## config.mk

```make
export PLATFORM = sky130hd
export DESIGN_NAME = segway_cmd_auth
export DESIGN_NICKNAME = d
export VERILOG_FILES = /design/src/rtl/segway_auth_pkg.sv /design/src/rtl/segway_uart_rx.sv /design/src/rtl/segway_cmd_auth.sv
export SDC_FILE = /design/constraint.sdc
export NUM_CORES = 1
export LEC_CHECK = 0
export BUFFER_PORTS_ARGS = -buffer_cell sky130_fd_sc_hd__buf_2
export CAP_MARGIN = 20
export CORE_MARGIN = 3
export CORE_UTILIZATION = 35
export DETAILED_ROUTE_END_ITERATION = 10
export SYNTH_ARGS = -nofsm -noshare
export SYNTH_HDL_FRONTEND = slang
export SYNTH_SLANG_ARGS = --single-unit
```

## constraint.sdc

```tcl
create_clock -name clk -period 2.77 [get_ports clk]
set_input_delay 0.554 -clock clk [delete_from_list [all_inputs] [get_ports clk]]
set_output_delay 0.554 -clock clk [all_outputs]
set_load 0.02 [all_outputs]
```

## src/rtl/segway_auth_pkg.sv

```systemverilog
// Shared constants and state types for the segway command authorizer.
// Latency: n/a (types and constants only).
// Backpressure: n/a.
package segway_auth_pkg;

  // Command bytes recognised by the authorization FSM
  localparam logic [7:0] CMD_START = 8'h47;  // 'G'
  localparam logic [7:0] CMD_STOP  = 8'h53;  // 'S'

  // Sample index of the stop bit (0 = start, 1..8 = data, 9 = stop)
  localparam logic [3:0] RX_STOP_IDX = 4'd9;

  typedef enum logic [1:0] {
    OFF  = 2'd0,
    PWR1 = 2'd1,
    PWR2 = 2'd2
  } auth_state_e;

  typedef enum logic {
    IDLE = 1'b0,
    RECV = 1'b1
  } rx_state_e;

endpackage

```

## src/rtl/segway_uart_rx.sv

```systemverilog
// 8N1 UART receiver with 2-flop input synchronizer and start-bit glitch rejection.
// Latency: rx_rdy/rx_data one clock after the mid-stop-bit sample.
// Backpressure: none; output pulses must be consumed on the cycle they appear.
// Optional: SEGWAY_AUTH_FRAME_CHK_EN drops frames with a bad stop bit and pulses frame_err.
module segway_uart_rx
  import segway_auth_pkg::*;
#(
  parameter int unsigned BAUD_DIV = 5208
) (
  input  logic       clk,
  input  logic       rst_n,
  input  logic       RX,
  output logic [7:0] rx_data,
  output logic       rx_rdy,
  output logic       frame_err
);

  localparam int unsigned   CW      = $clog2(BAUD_DIV + 1);
  localparam logic [CW-1:0] HALF_LD = CW'(BAUD_DIV / 2 - 1);
  localparam logic [CW-1:0] BAUD_LD = CW'(BAUD_DIV - 1);

  logic          rx_meta_q, rx_sync_q, rx_prev_q;
  rx_state_e     state_q, state_d;
  logic [CW-1:0] baud_cnt_q, baud_cnt_d;
  logic [3:0]    bit_cnt_q, bit_cnt_d;
  logic [7:0]    shift_q, shift_d;
  logic [7:0]    rx_data_q, rx_data_d;
  logic          rx_rdy_q, rx_rdy_d;
  logic          start_edge;

  // Synchronize the async line; preset high so reset never looks like a start edge
  always_ff @(posedge clk or negedge rst_n) begin
    if (!rst_n) begin
      rx_meta_q <= 1'b1;
      rx_sync_q <= 1'b1;
      rx_prev_q <= 1'b1;
    end else begin
      rx_meta_q <= RX;
      rx_sync_q <= rx_meta_q;
      rx_prev_q <= rx_sync_q;
    end
  end

  // Falling edge, held off during the rx_rdy cycle so a new frame starts after it
  assign start_edge = rx_prev_q & ~rx_sync_q & ~rx_rdy_q;

`ifdef SEGWAY_AUTH_FRAME_CHK_EN
  logic frame_err_q, frame_err_d;
`endif

  // Receiver sequencing: half-bit delay to centre, then one sample per bit period
  always_comb begin
    state_d    = state_q;
    baud_cnt_d = baud_cnt_q;
    bit_cnt_d  = bit_cnt_q;
    shift_d    = shift_q;
    rx_data_d  = rx_data_q;
    rx_rdy_d   = 1'b0;
`ifdef SEGWAY_AUTH_FRAME_CHK_EN
    frame_err_d = 1'b0;
`endif
    case (state_q)
      IDLE: begin
        if (start_edge) begin
          state_d    = RECV;
          baud_cnt_d = HALF_LD;
          bit_cnt_d  = 4'd0;
        end
      end
      RECV: begin
        if (baud_cnt_q != '0) begin
          baud_cnt_d = baud_cnt_q - 1'b1;
        end else begin
          baud_cnt_d = BAUD_LD;
          bit_cnt_d  = bit_cnt_q + 4'd1;
          if (bit_cnt_q == 4'd0) begin
            // Start bit read high: a glitch, not a frame
            if (rx_sync_q) begin
              state_d    = IDLE;
              baud_cnt_d = '0;
              bit_cnt_d  = 4'd0;
            end
          end else if (bit_cnt_q == RX_STOP_IDX) begin
            state_d    = IDLE;
            baud_cnt_d = '0;
            bit_cnt_d  = 4'd0;
`ifdef SEGWAY_AUTH_FRAME_CHK_EN
            if (rx_sync_q) begin
              rx_rdy_d  = 1'b1;
              rx_data_d = shift_q;
            end else begin
              frame_err_d = 1'b1;
            end
`else
            rx_rdy_d  = 1'b1;
            rx_data_d = shift_q;
`endif
          end else begin
            // LSB first: shift in from the top
            shift_d = {rx_sync_q, shift_q[7:1]};
          end
        end
      end
      default: state_d = IDLE;
    endcase
  end

  // Receiver state registers
  always_ff @(posedge clk or negedge rst_n) begin
    if (!rst_n) begin
      state_q    <= IDLE;
      baud_cnt_q <= '0;
      bit_cnt_q  <= 4'd0;
      shift_q    <= 8'h00;
      rx_data_q  <= 8'h00;
      rx_rdy_q   <= 1'b0;
    end else begin
      state_q    <= state_d;
      baud_cnt_q <= baud_cnt_d;
      bit_cnt_q  <= bit_cnt_d;
      shift_q    <= shift_d;
      rx_data_q  <= rx_data_d;
      rx_rdy_q   <= rx_rdy_d;
    end
  end

`ifdef SEGWAY_AUTH_FRAME_CHK_EN
  // Frame error pulse register
  always_ff @(posedge clk or negedge rst_n) begin
    if (!rst_n) frame_err_q <= 1'b0;
    else        frame_err_q <= frame_err_d;
  end
  assign frame_err = frame_err_q;
`else
  assign frame_err = 1'b0;
`endif

  assign rx_data = rx_data_q;
  assign rx_rdy  = rx_rdy_q;

endmodule

```

## src/rtl/segway_cmd_auth.sv

```systemverilog
// Segway power authorization: UART command bytes 'G'/'S' plus rider_off drive pwr_up.
// Latency: pwr_up follows the FSM state one clock after each transition edge.
// Backpressure: none; commands are acted on in their rx_rdy cycle only.
// Optional: SEGWAY_AUTH_FRAME_CHK_EN enables stop-bit checking in the receiver.
module segway_cmd_auth
  import segway_auth_pkg::*;
#(
  parameter int unsigned BAUD_DIV = 5208
) (
  input  logic       clk,
  input  logic       rst_n,
  input  logic       RX,
  input  logic       rider_off,
  output logic       pwr_up,
  output logic [7:0] rx_data,
  output logic       rx_rdy,
  output logic       frame_err
);

  auth_state_e state_q, state_d;
  logic        pwr_up_q;

  segway_uart_rx #(
    .BAUD_DIV (BAUD_DIV)
  ) u_rx (
    .clk       (clk),
    .rst_n     (rst_n),
    .RX        (RX),
    .rx_data   (rx_data),
    .rx_rdy    (rx_rdy),
    .frame_err (frame_err)
  );

  // Authorization next state; rider_off wins over a simultaneous 'S'
  always_comb begin
    state_d = state_q;
    case (state_q)
      OFF: begin
        if (rx_rdy && (rx_data == CMD_START)) state_d = PWR1;
      end
      PWR1: begin
        if (rx_rdy && (rx_data == CMD_STOP)) state_d = rider_off ? OFF : PWR2;
      end
      PWR2: begin
        if (rider_off)                             state_d = OFF;
        else if (rx_rdy && (rx_data == CMD_START)) state_d = PWR1;
      end
      default: state_d = OFF;
    endcase
  end

  // State register and registered enable (one clock behind the state)
  always_ff @(posedge clk or negedge rst_n) begin
    if (!rst_n) begin
      state_q  <= OFF;
      pwr_up_q <= 1'b0;
    end else begin
      state_q  <= state_d;
      pwr_up_q <= (state_q != OFF);
    end
  end

  assign pwr_up = pwr_up_q;

endmodule

```

==> metrics.md, run 1 <==
| Metric | Value |
|---|---|
| Max stage delay cell, worst path | `or4_1` |
| Chip Width | `84.1 um` |
| Crit start category | `flop` |
| Worst Setup SP | `u_rx.baud_cnt_q[0]` |
| # H-tree levels | `2` |
| Fmax achieved | `421 MHz` |
| Core ar. | `5710 um^2` |
| Actual slew at the worst max-slew pin | `0.918 ns` |
| Dpl ws | `0.432 ns` |
| Worst slew margin | `38.8%` |
| GR Overflow Total | `0` |
| CP endpoint kind | `flop` |
| HP Class | `in2reg` |
| Most frequent cells after synthesis | `dfrtp_1 (38), nand2_1 (18), mux2_2 (9)` |
| Global-route wire length before repair | `7.47 mm` |
| Fin crit period | `2.38 ns` |
| WP data required | `2.95 ns` |
| Setup bufs post-CTS | `0` |
| VDD IR max | `0.323 mV` |
| DIE HEIGHT | `84.1 um` |
| Power Dens Cells | `799 nW/um^2` |
| Via count | `1505` |
| Largest net degree at the start of global routing | `42` |
| Final Wtd Congestion | `0.761` |
| Worst-Skew Late Latency | `0.29 ns` |
| Top-count cell post-synth | `dfrtp_1` |
| I/O pins | `15` |
| Antenna cells | `0` |
| Die ar. | `7080 um^2` |
| Vias in the first global route | `1521` |
| Rows | `27` |
| Ys flop type | `dfrtp_1` |
| Yosys top cell area share | `44.5%` |
| CP peak stage delay | `0.70 ns` |
| Drt wl/cell | `15.4 um` |
| Port bufs | `13` |
| Crit Path Max Fanout | `8` |
| Final HPWL DP | `3.07 mm` |
| Area Overhead vs Synth | `13.0%` |
| Clock Path Buffers | `2` |
| Post-synthesis cell type count | `56` |
| Main area contributors after synthesis | `dfrtp_1 (45%), mux2_4 (5.6%), mux2_2 (4.7%)` |
| RSZ-0062 raised after global routing | `false` |
| Layout cells sized above 1 | `28.5%` |
| Syn_nets | `195` |
| Sink Count | `41` |
| Hold_ws | `0.359 ns` |
| Setup CP Type | `reg2reg` |
| CTS tree | `yes` |
| CTS Buf Count | `5` |
| Setup WS post-layout | `0.394 ns` |
| Hold path start | `RX` |
| Post-route DRC | `0` |
| Fill count | `555` |
| Post-cts sizing count | `0` |
| FF+latch count, synth | `41` |
| Final setup viols | `0` |
| Seq/Total Area, Yosys | `48.2%` |
| Async SR Flop Fraction | `100%` |
| Setup TNS | `0 ns` |
| Number of synthesized flops with an enable pin | `0` |
| Fin nets | `215` |
| CP delay by family, top | `simple AND/OR/NAND/NOR gates` |
| Tcrit/Tclk final | `85.8%` |
| Total Wirelength | `4.28 mm` |
| Post-route ant nets | `0` |
| Hold_buf cts | `0` |
| Post-DR vias/cell | `5.39` |
| CP Cell Sequence | `inv_1, ha_1, nor4b_4, nand4_2, or4_1, mux2_4` |
| Syn Inst Count | `186` |
| Worst path bufs/invs | `1` |
| Initial antenna violation count | `0` |
| DRT Pass-1 Iters | `4` |
| Root Driver | `clkbuf_8` |
| Initial DRC Count | `83` |
| Max Slew Vio Count | `0` |
| Mapped Area | `2140 um^2` |
| CP arrival | `2.55 ns` |
| Skew final | `0.0121 ns` |
| Yosys top cell by area | `dfrtp_1` |
| Gr usage total | `13.1%` |
| Status | `finished, final reports clean` |
| Worst R2R Start | `u_rx.baud_cnt_q[0]` |
| Tot Pwr | `1930 uW` |
| Syn avg cell area | `11.5 um^2` |
| Synth warnings | `0` |
| Max-Cap Viols | `0` |
| Final Hold Viols | `0` |
| Initial Utilization | `37.4%` |
| Leak pwr | `0.00111 uW` |
| Clock slew at the register clock pins of the worst setup and hold paths | `0.08 ns` |
[worst register-to-register path: cells and delay by family, from the launching register on]
| family | cells | cell delay, ns |
|---|---|---|
| buffers and inverters | 1 | 0.10 |
| flip-flops | 1 | 0.42 |
| multiplexers | 1 | 0.38 |
| adder cells (fa/ha/maj) | 1 | 0.16 |
| AND/OR/NAND/NOR | 3 | 1.19 |
[flip-flops by register name (all words and copies together), names as in the netlist]
register	flops
pwr_up	1
state_q	2
u_rx.baud_cnt_q	13
u_rx.bit_cnt_q	4
u_rx.rx_data	8
u_rx.rx_meta_q	1
u_rx.rx_prev_q	1
u_rx.rx_rdy	1
u_rx.rx_sync_q	1
u_rx.shift_q	8
u_rx.state_q	1
[layout make-up]
cell class	instances	area [um^2]	share of cell area (%)
clock buffer	6	82.6	3.42
clock inverter	2	37.5	1.56
inverter	7	26.3	1.09
multi-input combinational	134	1050	43.6
sequential	41	1030	42.7
tap	72	90.1	3.73
timing repair buffer	17	95.1	3.94
[logic make-up after synthesis]
group / synth area share [%]
fa+ha+maj: 2.93
simple gates: 20.0
compound gates: 13.2
other cells: 0.176
flops: 48.2
xor+xnor: 1.64
buf+inv: 2.52
mux: 11.3
[where the power goes]
group,internal (uW),leakage [uW],switching (uW)
clock network,293,0.0000574,204
registers,714,0.000530,174
logic,238,0.000519,305
total,1250,0.00111,683
[metal layers]
| layer | share of wire (%) | global-route usage, % | vias to the layer above |
|---|---|---|---|
| li1 | - | - | 734 |
| met3 | 6.0 | 2.86 | 5 |
| met4 | 1.7 | 5.56 | 0 |
| met5 | 0 | 0 | - |
| met1 | 47 | 18.6 | 729 |
| met2 | 45 | 19.4 | 37 |
[per-stage QoR]
| step | util (%) | area (um^2) | cells |
|---|---|---|---|
| 5_1_grt | 42.3 | 2410 | 279 |
| 3_3_place_gp | 40.2 | 2290 | 271 |
| 6_report | 42.3 | 2410 | 279 |
| 3_5_place_dp | 40.2 | 2290 | 271 |
| 2_1_floorplan | - | 2140 | 186 |
| 4_1_cts | 42.3 | 2410 | 279 |
[final timing paths]
kind / to / slack (ns) / cells after the start
min in group asynchronous: u_rx.baud_cnt_q[6] / 0.38 / 1
worst min register to register: u_rx.rx_sync_q / 0.36 / 0
worst max register to register: u_rx.rx_data[0] / 0.39 / 6
max in group asynchronous: u_rx.baud_cnt_q[8] / 1.80 / 1
worst min-delay path: u_rx.rx_meta_q / 0.36 / 1
worst max-delay path: u_rx.rx_data[0] / 0.39 / 6
[placed cells by master (no fill, tap or decap), types with 2 or more instances in the layout]
cell	n
nand2_1	18
mux2_2	9
a21o_1	2
or2_2	5
dfrtp_1	38
o21ai_0	8
buf_4	4
a41oi_1	2
nand3_1	8
a21oi_1	7
mux2i_1	2
nor4_1	3
xor2_1	3
or3_1	2
a31oi_1	3
o211ai_1	3
nor3b_1	2
inv_1	7
nor3_1	3
ha_1	5
clkbuf_8	6
o221ai_1	2
mux2_4	8
nor2_1	5
dfstp_2	3
nor2b_1	2
o311ai_0	2
o31ai_1	2
buf_2	13
nand3b_1	2
nor4_4	2
No activity file was read; power rests on OpenSTA's default activity.
==> run 2: changes to the inputs <==
GPL_ROUTABILITY_DRIVEN = 1   (was default)
PLACE_DENSITY = 0.5   (was default)
TNS_END_PERCENT = 20   (was default)
==> metrics.md, run 2 (synthesis gave the netlist of run 1 again) <==
| Metric | Value |
|---|---|
| Setup TNS | `0 ns (unchanged)` |
| I/O pins | `15 (unchanged)` |
| Number of flip-flops in the largest register | `13 (unchanged)` |
| HP Class | `in2reg (unchanged)` |
| Initial DRC Count | `116 (was 83)` |
| Total Wirelength | `4.60 mm (was 4.28 mm)` |
| GR Overflow Total | `0 (unchanged)` |
| CP endpoint kind | `flop (unchanged)` |
| Crit Path Max Fanout | `8 (unchanged)` |
| Rows | `27 (unchanged)` |
| Worst R2R Start | `u_rx.baud_cnt_q[0] (unchanged)` |
| VDD IR max | `0.362 mV (was 0.323 mV)` |
| Vias in the first global route | `1577 (was 1521)` |
| Max Slew Vio Count | `0 (unchanged)` |
| Core ar. | `5710 um^2 (unchanged)` |
| Most flops, register | `u_rx.baud_cnt_q (unchanged)` |
| Clock Path Buffers | `2 (unchanged)` |
| Chip Width | `84.1 um (unchanged)` |
| Die ar. | `7080 um^2 (unchanged)` |
| Max-Cap Viols | `0 (unchanged)` |
| Actual slew at the worst max-slew pin | `0.916 ns (was 0.918 ns)` |
| Setup bufs post-CTS | `0 (unchanged)` |
| Met2 Resource Use GR | `19.7% (was 19.4%)` |
| R2R cell count | `6 (unchanged)` |
| Area Overhead vs Synth | `12.7% (was 13.0%)` |
| # H-tree levels | `2 (unchanged)` |
| RSZ-0062 raised after global routing | `false (unchanged)` |
| Leak pwr | `0.00111 uW (about the same)` |
| Final HPWL DP | `3.37 mm (was 3.07 mm)` |
| DIE HEIGHT | `84.1 um (unchanged)` |
| Global-route wire length before repair | `8.05 mm (was 7.47 mm)` |
| Reg2Reg Setup Slack | `0.38 ns (was 0.39 ns)` |
| Largest net degree at the start of global routing | `42 (unchanged)` |
| WP data required | `2.96 ns (was 2.95 ns)` |
| Sink Count | `41 (unchanged)` |
| Initial antenna violation count | `0 (unchanged)` |
| Final Hold Viols | `0 (unchanged)` |
| Hold Path End | `u_rx.rx_meta_q (unchanged)` |
| Antenna cells | `0 (unchanged)` |
| Worst Setup SP | `u_rx.baud_cnt_q[0] (unchanged)` |
| Hold path cells | `1 (unchanged)` |
| DRT Pass-1 Iters | `4 (unchanged)` |
| CTS Buf Count | `5 (unchanged)` |
| Post-DR vias/cell | `5.55 (was 5.39)` |
| CTS tree | `yes (unchanged)` |
| Top Usage Layer GRT | `met1 (was met2)` |
| Crit start category | `flop (unchanged)` |
| Status | `finished, final reports clean (unchanged)` |
| Gr usage total | `14.0% (was 13.1%)` |
| Skew final | `0.00380 ns (was 0.0121 ns)` |
| Final setup viols | `0 (unchanged)` |
| Post-route DRC | `0 (unchanged)` |
| Design Area, Final | `2410 um^2 (about the same)` |
| Hold_ws | `0.344 ns (was 0.359 ns)` |
| M3 GR Usage | `3.06% (was 2.86%)` |
| Fmax achieved | `418 MHz (was 421 MHz)` |
| Worst slew margin | `39.0% (was 38.8%)` |
| Reg-to-Reg End | `u_rx.rx_data[4] (was u_rx.rx_data[0])` |
| Fin crit period | `2.39 ns (was 2.38 ns)` |
| Root Driver | `clkbuf_8 (unchanged)` |
| Initial Utilization | `37.4% (unchanged)` |
| Drt wl/cell | `16.4 um (was 15.4 um)` |
| Hold path start | `RX (unchanged)` |
| Post-route ant nets | `0 (unchanged)` |
| Layout cells sized above 1 | `29.2% (was 28.5%)` |
| Most common cell after layout, fill and taps aside | `dfrtp_1 (unchanged)` |
| Post-cts sizing count | `0 (unchanged)` |
| Met1 GRT Util | `21.1% (was 18.6%)` |
| Commonest non-fill, non-tap cells in the layout | `dfrtp_1 (38), nand2_1 (18), buf_2 (13) (unchanged)` |
| DP Area | `2310 um^2 (was 2290 um^2)` |
| Tcrit/Tclk final | `86.4% (was 85.8%)` |
| Power Dens Cells | `780 nW/um^2 (was 799 nW/um^2)` |
| CP arrival | `2.58 ns (was 2.55 ns)` |
| Clock slew at the register clock pins of the worst setup and hold paths | `0.09 ns (was 0.08 ns)` |
| Via count | `1559 (was 1505)` |
| Hold_buf cts | `0 (unchanged)` |
| Fin nets | `217 (was 215)` |
| Worst-Skew Late Latency | `0.30 ns (was 0.29 ns)` |
| Final Wtd Congestion | `0.876 (was 0.761)` |
| Setup CP Type | `reg2reg (unchanged)` |
| Port bufs | `13 (unchanged)` |
-- run 2: cell count changes in the layout (fill, tap and decap cells not counted) --
cell,delta
inv_8,+1
bufinv_16,-1
clkinvlp_4,-1
buf_4,+2
clkbuf_8,-1
inv_6,+2
-- run 2: per-layer routing --
layer	wire length, um	vias to the layer above
met2	2020	42
met5	0	-
met4	41	0
li1	-	737
met1	2350	776
met3	183	4
-- run 2: final cells by class --
cell class,instances,area [um^2]
fill,553,3300
clock inverter,3,28.8
inverter,7,26.3
sequential,41,1030
clock buffer,5,68.8
timing repair buffer,19,110
tap,72,90.1
multi-input combinational,134,1050
-- run 2: per-stage QoR --
stage | std cells | total power (uW) | util [%] | worst slack, ns
after global routing | 281 | 2020 | 42.1 | 0.274
after CTS | 281 | 1890 | 42.1 | 0.374
final | 281 | 1880 | 42.1 | 0.378
after detailed placement | 273 | 1450 | 40.4 | 0.407
after global placement | 273 | 1440 | 40.4 | 0.473
after floorplan | 186 | 1280 | - | 0.740
-- run 2: critical path, cell delays in order, from the launching register on --
cell,delay [ns]
dfrtp_1,0.43
inv_1,0.10
ha_1,0.18
nor4b_4,0.30
nand4_2,0.20
or4_1,0.70
mux2_4,0.38
-- run 2: how the worst max path moves through the flow --
stage / end / slack, ns / cells after the start
floorplan: u_rx.rx_data[0] / 0.74 / 7
global placement: u_rx.rx_data[3] / 0.47 / 6
detailed placement: u_rx.rx_data[7] / 0.41 / 6
CTS: u_rx.rx_data[7] / 0.37 / 6
global route: u_rx.rx_data[2] / 0.27 / 6
finish: u_rx.rx_data[4] / 0.38 / 6
-- run 2: power by group --
group | total [uW] | switching (uW) | internal, uW
clock network | 433 | 243 | 190
logic | 562 | 320 | 242
registers | 883 | 169 | 714
